$ cat src/rtl/dec_pkg.sv
// rtl/dec_pkg.sv - shared constants, types and syndrome/locate helpers for the stream decoder
//
// Purpose: default 12/7 H matrix, a fixed-stride H matrix type and the two pure
// functions used by the decoder pipeline.
//   syndrome(cx, h) : XOR of the H columns selected by the set bits of cx
//   locate(s, h)    : {hit, index} of the column equal to a nonzero syndrome
// No ports (package).
package dec_pkg;

    // Upper bounds that the fixed-stride helper types are sized for.
    localparam int MAX_N = 32;
    localparam int MAX_R = 8;
    localparam int IDX_W = $clog2(MAX_N);

    localparam int DEF_N = 12;
    localparam int DEF_K = 7;
    localparam int DEF_R = DEF_N - DEF_K;

    // Columns 11..0; data columns 0..6, one-hot parity columns 7..11.
    localparam logic [DEF_N*DEF_R-1:0] DEF_H_COLS = {
        5'h10, 5'h08, 5'h04, 5'h02, 5'h01,
        5'h11, 5'h0C, 5'h0A, 5'h09, 5'h06, 5'h05, 5'h03
    };

    // One MAX_R-wide slot per column; slots beyond N stay zero.
    typedef logic [MAX_N-1:0][MAX_R-1:0] hmat_t;

    typedef struct packed {
        logic             hit;
        logic [IDX_W-1:0] idx;
    } loc_t;

    function automatic logic [MAX_R-1:0] syndrome(input logic [MAX_N-1:0] cx, input hmat_t h);
        logic [MAX_R-1:0] s;
        s = '0;
        for (int j = 0; j < MAX_N; j++) begin
            if (cx[j]) begin
                s = s ^ h[j];
            end
        end
        return s;
    endfunction

    // Unused slots are zero and a zero syndrome never matches, so no column
    // count is needed here.
    function automatic loc_t locate(input logic [MAX_R-1:0] s, input hmat_t h);
        loc_t r;
        r = '0;
        for (int j = 0; j < MAX_N; j++) begin
            if (!r.hit && (s != '0) && (h[j] == s)) begin
                r.hit = 1'b1;
                r.idx = IDX_W'(j);
            end
        end
        return r;
    endfunction

endpackage

$ cat src/rtl/secded_stream_decoder_if.sv
// rtl/secded_stream_decoder_if.sv - codeword-in / data-out stream bundle of the decoder
//
// Purpose: groups both valid/ready streams of the decoder.
//   in side : in_valid, in_ready, cx[N], correct_en
//   out side: out_valid, out_ready, d[K], err_corr, err_uncorr
// Modports: master = producer/consumer side (bench, channel), slave = decoder.
interface secded_stream_decoder_if
    import dec_pkg::*;
#(
    parameter int N = DEF_N,
    parameter int K = DEF_K
);
    logic         in_valid;
    logic         in_ready;
    logic [N-1:0] cx;
    logic         correct_en;
    logic         out_valid;
    logic         out_ready;
    logic [K-1:0] d;
    logic         err_corr;
    logic         err_uncorr;

    modport master (
        output in_valid, cx, correct_en, out_ready,
        input  in_ready, out_valid, d, err_corr, err_uncorr
    );

    modport slave (
        input  in_valid, cx, correct_en, out_ready,
        output in_ready, out_valid, d, err_corr, err_uncorr
    );
endinterface

$ cat src/rtl/dec_pipe_stage.sv
// rtl/dec_pipe_stage.sv - one valid/ready register slice
//
// Purpose: holds one W-bit word; accepts a new one whenever it is empty or its
// current word leaves this cycle, so a chain of slices runs at 1 word/cycle.
// Ports:
//   clk, rst_n           clock, asynchronous active-low reset
//   in_valid/in_ready    upstream handshake (in_ready combinational from out_ready)
//   in_data[W]           upstream payload
//   out_valid/out_ready  downstream handshake
//   out_data[W]          registered payload, held while stalled
module dec_pipe_stage #(
    parameter int W = 8
) (
    input  logic         clk,
    input  logic         rst_n,
    input  logic         in_valid,
    output logic         in_ready,
    input  logic [W-1:0] in_data,
    output logic         out_valid,
    input  logic         out_ready,
    output logic [W-1:0] out_data
);

    assign in_ready = !out_valid || out_ready;

    always_ff @(posedge clk or negedge rst_n) begin
        if (!rst_n) begin
            out_valid <= 1'b0;
            out_data  <= '0;
        end else if (in_ready) begin
            out_valid <= in_valid;
            if (in_valid) begin
                out_data <= in_data;
            end
        end
    end

endmodule

$ cat src/rtl/secded_stream_decoder.sv
// rtl/secded_stream_decoder.sv - two-stage pipelined single-error-correcting stream decoder
//
// Purpose: decodes systematic codewords (data cx[K-1:0], parity cx[N-1:K]) arriving
// on a valid/ready stream, corrects single errors located by an H column, flags
// uncorrectable syndromes and counts delivered corrected/uncorrectable words.
// Ports:
//   clk, rst_n        clock, asynchronous active-low reset
//   io (slave)        in_valid/in_ready/cx/correct_en -> out_valid/out_ready/d/err_corr/err_uncorr
//   cnt_clr           synchronous clear of both counters (wins over increment)
//   cnt_corr          saturating count of delivered err_corr words
//   cnt_uncorr        saturating count of delivered err_uncorr words
module secded_stream_decoder
    import dec_pkg::*;
#(
    parameter int                 N      = DEF_N,
    parameter int                 K      = DEF_K,
    parameter logic [(N-K)*N-1:0] H_COLS = DEF_H_COLS,
    parameter int                 CNT_W  = 16
) (
    input  logic                   clk,
    input  logic                   rst_n,
    secded_stream_decoder_if.slave io,
    input  logic                   cnt_clr,
    output logic [CNT_W-1:0]       cnt_corr,
    output logic [CNT_W-1:0]       cnt_uncorr
);

    localparam int R  = N - K;
    // S1 keeps only the data bits of cx: parity is fully summarised by the syndrome.
    localparam int W1 = 1 + K + MAX_R;
    localparam int W2 = K + 2;

    function automatic hmat_t expand_h();
        hmat_t m;
        m = '0;
        for (int j = 0; j < N; j++) begin
            m[j] = MAX_R'(H_COLS[j*R +: R]);
        end
        return m;
    endfunction

    localparam hmat_t H = expand_h();

    // Stage 1: syndrome computed on the incoming word, registered with data and mode.
    logic [MAX_R-1:0] syn_in;
    logic [W1-1:0]    s1_in;
    logic [W1-1:0]    s1_q;
    logic             s1_valid;
    logic             s2_in_ready;
    logic             s1_ce;
    logic [K-1:0]     s1_data;
    logic [MAX_R-1:0] s1_syn;

    assign syn_in = syndrome(MAX_N'(io.cx), H);
    assign s1_in  = {io.correct_en, io.cx[K-1:0], syn_in};
    assign {s1_ce, s1_data, s1_syn} = s1_q;

    dec_pipe_stage #(.W(W1)) u_s1 (
        .clk       (clk),
        .rst_n     (rst_n),
        .in_valid  (io.in_valid),
        .in_ready  (io.in_ready),
        .in_data   (s1_in),
        .out_valid (s1_valid),
        .out_ready (s2_in_ready),
        .out_data  (s1_q)
    );

    // Stage 2: locate the syndrome and build corrected data plus flags.
    loc_t          loc;
    logic [K-1:0]  d_fix;
    logic          corr;
    logic          uncorr;
    logic [W2-1:0] s2_q;

    always_comb begin
        loc    = locate(s1_syn, H);
        d_fix  = s1_data;
        corr   = 1'b0;
        uncorr = 1'b0;
        if (loc.hit) begin
            corr = 1'b1;
            // Parity-column hits (index >= K) leave the data untouched.
            for (int b = 0; b < K; b++) begin
                if (s1_ce && (int'(loc.idx) == b)) begin
                    d_fix[b] = ~s1_data[b];
                end
            end
        end else if (s1_syn != '0) begin
            uncorr = 1'b1;
        end
    end

    dec_pipe_stage #(.W(W2)) u_s2 (
        .clk       (clk),
        .rst_n     (rst_n),
        .in_valid  (s1_valid),
        .in_ready  (s2_in_ready),
        .in_data   ({d_fix, corr, uncorr}),
        .out_valid (io.out_valid),
        .out_ready (io.out_ready),
        .out_data  (s2_q)
    );

    assign {io.d, io.err_corr, io.err_uncorr} = s2_q;

    // Statistics count words as they leave, not as they are decoded.
    logic out_hs;
    assign out_hs = io.out_valid && io.out_ready;

    always_ff @(posedge clk or negedge rst_n) begin
        if (!rst_n) begin
            cnt_corr   <= '0;
            cnt_uncorr <= '0;
        end else if (cnt_clr) begin
            cnt_corr   <= '0;
            cnt_uncorr <= '0;
        end else begin
            if (out_hs && io.err_corr && (cnt_corr != '1)) begin
                cnt_corr <= cnt_corr + CNT_W'(1);
            end
            if (out_hs && io.err_uncorr && (cnt_uncorr != '1)) begin
                cnt_uncorr <= cnt_uncorr + CNT_W'(1);
            end
        end
    end

endmodule

$ cat src/flat_wrapper.sv
// flat-port wrapper written by rule: the top's interface ports become plain ports
module secded_stream_decoder_flat import dec_pkg::*;
#(
    parameter int                 N      = DEF_N,
    parameter int                 K      = DEF_K,
    parameter logic [(N-K)*N-1:0] H_COLS = DEF_H_COLS,
    parameter int                 CNT_W  = 16
)
  (clk, rst_n, cnt_clr, cnt_corr, cnt_uncorr, io_in_valid, io_cx, io_correct_en, io_out_ready, io_in_ready, io_out_valid, io_d, io_err_corr, io_err_uncorr);
  secded_stream_decoder_if #(.N(N), .K(K)) io_i ();
  input  logic clk;
  input  logic rst_n;
  input  logic cnt_clr;
  output logic [CNT_W-1:0] cnt_corr;
  output logic [CNT_W-1:0] cnt_uncorr;
  input wire logic [$bits(io_i.in_valid)-1:0] io_in_valid;
  input wire logic [$bits(io_i.cx)-1:0] io_cx;
  input wire logic [$bits(io_i.correct_en)-1:0] io_correct_en;
  input wire logic [$bits(io_i.out_ready)-1:0] io_out_ready;
  output wire logic [$bits(io_i.in_ready)-1:0] io_in_ready;
  output wire logic [$bits(io_i.out_valid)-1:0] io_out_valid;
  output wire logic [$bits(io_i.d)-1:0] io_d;
  output wire logic [$bits(io_i.err_corr)-1:0] io_err_corr;
  output wire logic [$bits(io_i.err_uncorr)-1:0] io_err_uncorr;
  assign io_i.in_valid = io_in_valid;
  assign io_i.cx = io_cx;
  assign io_i.correct_en = io_correct_en;
  assign io_i.out_ready = io_out_ready;
  assign io_in_ready = io_i.in_ready;
  assign io_out_valid = io_i.out_valid;
  assign io_d = io_i.d;
  assign io_err_corr = io_i.err_corr;
  assign io_err_uncorr = io_i.err_uncorr;
  secded_stream_decoder #(.N(N), .K(K), .H_COLS(H_COLS), .CNT_W(CNT_W)) u_core (.clk(clk), .rst_n(rst_n), .io(io_i), .cnt_clr(cnt_clr), .cnt_corr(cnt_corr), .cnt_uncorr(cnt_uncorr));
endmodule
$ cat config.mk
export PLATFORM = sky130hd
export DESIGN_NAME = secded_stream_decoder_flat
export DESIGN_NICKNAME = d
export VERILOG_FILES = /design/src/rtl/dec_pkg.sv /design/src/rtl/secded_stream_decoder_if.sv /design/src/rtl/dec_pipe_stage.sv /design/src/rtl/secded_stream_decoder.sv /design/src/flat_wrapper.sv
export SDC_FILE = /design/constraint.sdc
export NUM_CORES = 1
export LEC_CHECK = 0
export BUFFER_PORTS_ARGS = -buffer_cell sky130_fd_sc_hd__buf_2
export CAP_MARGIN = 20
export CORE_MARGIN = 3
export CORE_UTILIZATION = 34
export DETAILED_ROUTE_END_ITERATION = 16
export MAX_ROUTING_LAYER = met4
export PLACE_DENSITY = 0.5
export REMOVE_ABC_BUFFERS = 1
export SLEW_MARGIN = 25
export SYNTH_ARGS = -nofsm -noshare
export SYNTH_HDL_FRONTEND = slang
export SYNTH_SLANG_ARGS = --single-unit
export TNS_END_PERCENT = 1
$ cat constraint.sdc
create_clock -name clk -period 2.9 [get_ports clk]
set_input_delay 0.145 -clock clk [delete_from_list [all_inputs] [get_ports clk]]
set_output_delay 0.145 -clock clk [all_outputs]
set_load 0.005 [all_outputs]
== Word-level counts from Yosys, hierarchy flattened ==
Cells that the tools add are included.
Widths: inputs -> output; s select.

* Flip-flop bits (word level): 59
* Bits in latches: 0
* RAM bits: 0
* ROM bits: 0
* Input bits: 18
* Output and inout bits: 43
* Memories kept: 0

* $add $sub $neg: 2
* Multiply operators: 0
* Divide/modulo/power cells: 0
* Magnitude comparators: 0
* Equality and inequality tests: 20
* Shift operators: 0
* Muxes and demuxes: 59
* Bitwise logic cells: 18
* Reductions and logical operators: 117

{| class="wikitable"
|+ Operators with widths
! operator !! number
|-
| $mux 6 || 32
|-
| $logic_and 1x1->1 || 75
|-
| $mux 16 || 4
|-
| $logic_not 1->1 || 33
|-
| $add 16x1->16 const B || 2
|-
| $eq 4x8->1 const A || 4
|-
| $ne 16x16->1 const B || 2
|-
| $eq 3x8->1 const A || 3
|-
| $eq 2x8->1 const A || 2
|-
| $eq 5x8->1 const A || 2
|-
| $mux 4 || 4
|-
| $eq 5x4->1 const B || 3
|-
| $not 1->1 || 12
|-
| $mux 1 || 11
|-
| $eq 5x3->1 const B || 2
|-
| $mux 5 || 2
|-
| $mux 3 || 3
|-
| $eq 1x8->1 const A || 1
|-
| $logic_not 8->1 || 1
|-
| $reduce_bool 8->1 || 1
|-
| $mux 7 || 1
|-
| $not 1->2 || 3
|-
| $not 2->2 || 3
|-
| $eq 5x2->1 const B || 1
|-
| other kinds (5) || 9
|}

== Logic depth before layout (Yosys ltp) ==
* Depth in word-level cells: 131
* Mapped depth: 7
* Gate-level depth less buffers: 5

== Hierarchy ==
Synthesis repeated with hierarchy kept, for this count alone.

* Cell total of the unflattened synthesis: 312
* Area, all modules: 3395.8 um^2

{| class="wikitable"
|+ By module, submodules not included
! module !! times used !! cells an instance !! area each (um^2)
|-
| secded_stream_decoder || 1 || 253 || 2274.7
|-
| dec_pipe_stage at u_core.u_s1 || 1 || 37 || 695.7
|-
| dec_pipe_stage at u_core.u_s2 || 1 || 22 || 425.4
|}

== Worst setup path after synthesis ==
No wires, ideal clock.

* Kind: register to register
* Start: register u_core.cnt_corr[0]
* End: register u_core.cnt_corr[14]
* Data arrival time: 1854 ps
* Required time: 2822 ps
* Slack: 968 ps
* Cell stages (with the launch flop): 7
* Path buffers: 1
* Period minus slack after synthesis: 1932 ps
* Cell sequence: dfrtp_1 > ha_1 > nand3_1 > or3b_1 > buf_2 > or4_1 > a21oi_1

* Word-level cells in the longest chain between the ends: 3
* Elaborated cells between the ends (all ways): 6
* Classes of those cells: add/sub (1); eq/ne (1); mux (2); reduce/logical (2)

{| class="wikitable"
|+ Ends and longest elaborated chain
! what !! RTL line !! RTL
|-
| from (decl) || secded_stream_decoder.sv:24 || <nowiki>output logic [CNT_W-1:0] cnt_corr,</nowiki>
|-
| from (signal assigned) || secded_stream_decoder.sv:120 || <nowiki>cnt_corr <= cnt_corr + CNT_W'(1);</nowiki>
|-
| $add 16x1->16 or $ne 16x16->1 (tied branches) || secded_stream_decoder.sv:120, secded_stream_decoder.sv:119 ||
|-
| $mux 16 or $logic_and 1x1->1 (tied branches) || secded_stream_decoder.sv:119 || <nowiki>if (out_hs && io.err_corr && (cnt_corr != '1)) begin</nowiki>
|-
| $mux 16 or $reduce_bool 2->1 (tied branches) || -- ||
|}

Parallel ways exist; a longest one is shown, timed or not. The select of a mux whose other input is x is not followed.
A chain may end at the register's enable or synchronous reset.

== Final worst setup path ==
* Start: register u_core.u_s2.out_valid
* End: register u_core.cnt_uncorr[15]

* Word-level cells in the longest chain between the ends: 4

{| class="wikitable"
|+ Ends and longest elaborated chain
! what !! RTL line !! RTL
|-
| from (decl) || dec_pipe_stage.sv:19 || <nowiki>output logic out_valid,</nowiki>
|-
| from (signal assigned) || dec_pipe_stage.sv:31 || <nowiki>out_valid <= in_valid;</nowiki>
|-
| $logic_and 1x1->1 || secded_stream_decoder.sv:109 || <nowiki>assign out_hs = io.out_valid && io.out_ready;</nowiki>
|-
| $logic_and 1x1->1 (2 in a row) || secded_stream_decoder.sv:122 || <nowiki>if (out_hs && io.err_uncorr && (cnt_uncorr != '1)) begin</nowiki>
|-
| $reduce_bool 2->1 (no line) || -- ||
|-
| to (signal assigned) || secded_stream_decoder.sv:123 || <nowiki>cnt_uncorr <= cnt_uncorr + CNT_W'(1);</nowiki>
|-
| to (decl) || secded_stream_decoder.sv:25 || <nowiki>output logic [CNT_W-1:0] cnt_uncorr</nowiki>
|}

Every way passes these cells.

==> impl_metrics.env <==
export IMPL_worstPathRequired_ns=3.14
export IMPL_finClkSkew_ns=0.00530
export IMPL_critPathSlowestCell="or4_1"
export IMPL_grt_usage_pct=14.7
export IMPL_startpoint="u_core.u_s2.out_valid"
export IMPL_dp_cells=457
export IMPL_cp_max_fo=14
export IMPL_synth_area_leader_cell="dfrtp_1"
export IMPL_htree_levels=2
export IMPL_p_int_mw=1.18
export IMPL_min_from="io_in_valid"
export IMPL_power_leakage_nw=1.48
export IMPL_grt_overflow_total=0
export IMPL_ctsResizeCount=0
export IMPL_cts_root_buf="clkbuf_8"
export IMPL_slew_limit_headroom_pct=54.2
export IMPL_grt_max_degree=47
export IMPL_syn_inst=307
export IMPL_fin_crit_sh_pct=75.0
export IMPL_dp_hpwl_um=5030
export IMPL_syn_area_per_cell_um2=9.77
export IMPL_die_w_um=99.9
export IMPL_synth_seq_area_share_pct=46.7
export IMPL_clkTransAtPathRegs_ns=0.10
export IMPL_setup_viol_count_final=0
export IMPL_die_h_um=99.9
export IMPL_clk_insertion_delay_late_ns=0.31
export IMPL_routedWlPerCell_um=15.0
export IMPL_synth_distinct_cells=40
export IMPL_cap_violations=0
export IMPL_drv_slew=0
export IMPL_drc=0
export IMPL_holdWs_ns=0.0451
export IMPL_outcome="complete, no violations"
export IMPL_io_pins=61
export IMPL_port_buffers=60
export IMPL_yosys_register_bits=56
export IMPL_grt_setup_unrepaired="false"
export IMPL_p_clk_share_pct=27.2
export IMPL_yosysWarnings=0
export IMPL_pwr_share_seq_pct=55.6
export IMPL_grt_pass1_wl_um=11500
export IMPL_postRouteAntennaNets=0
export IMPL_fin_nets=380
export IMPL_gp_congestion=0.780
export IMPL_cts_buffers=5
export IMPL_viasPerCell=5.45
export IMPL_period_needed_ns=2.18
export IMPL_critPathArrivalTime_ns=2.42
export IMPL_switching_share_pct=29.1
export IMPL_insertedDiodeCount=0
export IMPL_max_stage_delay_ns=0.70
export IMPL_synth_area_um2=3000
export IMPL_path_delay_family="simple AND/OR/NAND/NOR gates"
export IMPL_post_cts_setup_buffer_count=0
export IMPL_cts_tree="yes"
export IMPL_cpMostUsedCell="or4_1"
export IMPL_first_pass_iters=4
export IMPL_tightest_slew_ns=0.687
export IMPL_synth_area_leaders="dfrtp_1 47%, o31ai_1 4.8%, or4_1 4.3%"
export IMPL_endpoint_kind="flop"
export IMPL_dieArea_um2=9980
export IMPL_final_hold_viol_count=0
export IMPL_p_sw_uw=484
export IMPL_first_iter_violations=64
export IMPL_antenna_found_initial=0
export IMPL_start_util_pct=35.8
export IMPL_hold_class="primary input to flop"
export IMPL_p_per_area_nw_per_um2=478
export IMPL_crit_type="flop to flop"
export IMPL_synth_top_area_share_pct=46.7
export IMPL_cts_hold_buf=1
export IMPL_via_count=2539
export IMPL_area_growth_pct=16.2
export IMPL_ir_drop_mv=0.242
export IMPL_clockBufferDepth=2
export IMPL_fmax_mhz=459
export IMPL_num_rows=33
export IMPL_grt_pass1_vias=2327
export IMPL_wirelength_um=7000
export IMPL_cts_sinks=56
export IMPL_core_area_um2=8380
export IMPL_tns_ns=0
export IMPL_finalNonFillerCells=466
export IMPL_post_route_util_pct=41.5
export IMPL_worstReg2RegStart="u_core.u_s2.out_valid"
export IMPL_combinationalPowerShare_pct=17.2
export IMPL_layout_drive_gt1_share_pct=22.2
export IMPL_crit_buf_inv=0
export IMPL_crit_path_cell_trace="nand3_2, or4_1, or4_1, a21oi_1"
export IMPL_cp_start_kind="flop"
-- worst paths after layout --
path	endpoint	depth (start not counted)	slack, ns
min reg2reg	u_core.u_s2.out_data[8]	2	0.49
max	u_core.cnt_uncorr[15]	4	0.72
max reg2reg	u_core.cnt_uncorr[15]	4	0.72
min in group asynchronous	u_core.cnt_uncorr[2]	2	0.38
max in group asynchronous	u_core.cnt_corr[9]	3	1.92
min	u_core.u_s1.out_valid	2	0.05
-- cell usage after synthesis --
library cell and n:
dfrtp_1 56, nand2_1 28, a21oi_1 23, o31ai_1 19, or4_1 17, o21ai_0 16
nand3_1 15, clkbuf_1 13, xnor2_1 13, nand4_1 11, and4_1 10, mux2_2 8
nor2_1 8, nor2b_1 8, xor2_1 8, or3_1 6, inv_1 5, buf_2 4
mux2_1 4, and2_1 3, and3_1 3, nand3b_1 3, o41ai_1 3, ha_1 2
nand2b_1 2, nor3_1 2, nor4_1 2, o21ai_1 2, o311ai_0 2, a31o_2 1
and3_2 1, and4b_1 1, maj3_1 1, mux2i_1 1, nand3_2 1, nor4b_1 1
o22ai_1 1, o311ai_1 1, or2b_1 1, or3b_1 1
-- cell usage in the layout, fill, tap and decap left out, types with 4 or more instances in the layout --
cell,synthesis,final
o21ai_0,16,16
or3_1,6,6
nand2_1,28,28
o31ai_1,19,19
nand4_1,11,11
nand3_1,15,15
nor2b_1,8,8
mux2_2,8,8
clkbuf_8,0,6
xor2_1,8,8
inv_1,5,5
buf_2,4,59
or4_1,17,17
nor2_1,8,8
a21oi_1,23,23
mux2_1,4,4
xnor2_1,13,13
and4_1,10,10
dfrtp_1,56,56
-- registers in the layout (all words and copies together) (netlist names) --
name	count
u_core.u_s1.out_valid	1
u_core.cnt_uncorr	16
u_core.u_s2.out_data	9
u_core.u_s2.out_valid	1
u_core.u_s1.out_data	13
u_core.cnt_corr	16
-- cell type report --
type	count	area [um^2]
Clock buffer	7	86.3
Clock inverter	1	7.51
Fill cell	862	4900
Inverter	5	18.8
Multi-Input combinational cell	229	1510
Sequential cell	56	1400
Tap cell	105	131
Timing Repair Buffer	63	328
-- cells by family (layout without fill, tap and decap cells) --
| family | Yosys count | after routing | synth area share [%] |
|---|---|---|---|
| xor gates and xnor gates | 21 | 21 | 6.14 |
| adders and majority gates | 3 | 3 | 1.17 |
| and+or+nand+nor | 124 | 124 | 24.3 |
| DFF | 56 | 56 | 46.7 |
| buffers and inverters | 22 | 76 | 2.92 |
| muxes | 13 | 13 | 4.84 |
| AOI/OAI and AO/OA | 68 | 68 | 13.9 |
-- power groups by stage --
| stage | Sequential (mW) | Combinational (mW) | Clock [mW] |
|---|---|---|---|
| floorplan | 0.932 | 0.165 | 0 |
| global placement | 0.939 | 0.294 | 0 |
| detailed placement | 0.942 | 0.294 | 0 |
| CTS | 0.926 | 0.297 | 0.474 |
| global route | 0.941 | 0.329 | 0.505 |
| finish | 0.926 | 0.287 | 0.453 |
-- metal layers --
metal	GRT usage, %	part of all wire, %	vias up	wire (um)
met5	-	0	-	0
met4	4.20	1.5	0	104
met3	2.78	4.2	11	295
met2	21.8	44	60	3060
met1	20.5	51	1217	3530
li1	-	-	1251	-
-- through the flow --
step	setup slack (ns)	instance area, um^2	power [mW]
5_1_grt	0.547	3480	1.78
4_1_cts	0.717	3480	1.70
2_1_floorplan	0.935	2930	1.10
3_3_place_gp	0.796	3380	1.23
3_5_place_dp	0.747	3380	1.24
6_report	0.724	3480	1.67
(Power assumes the default switching activity.)
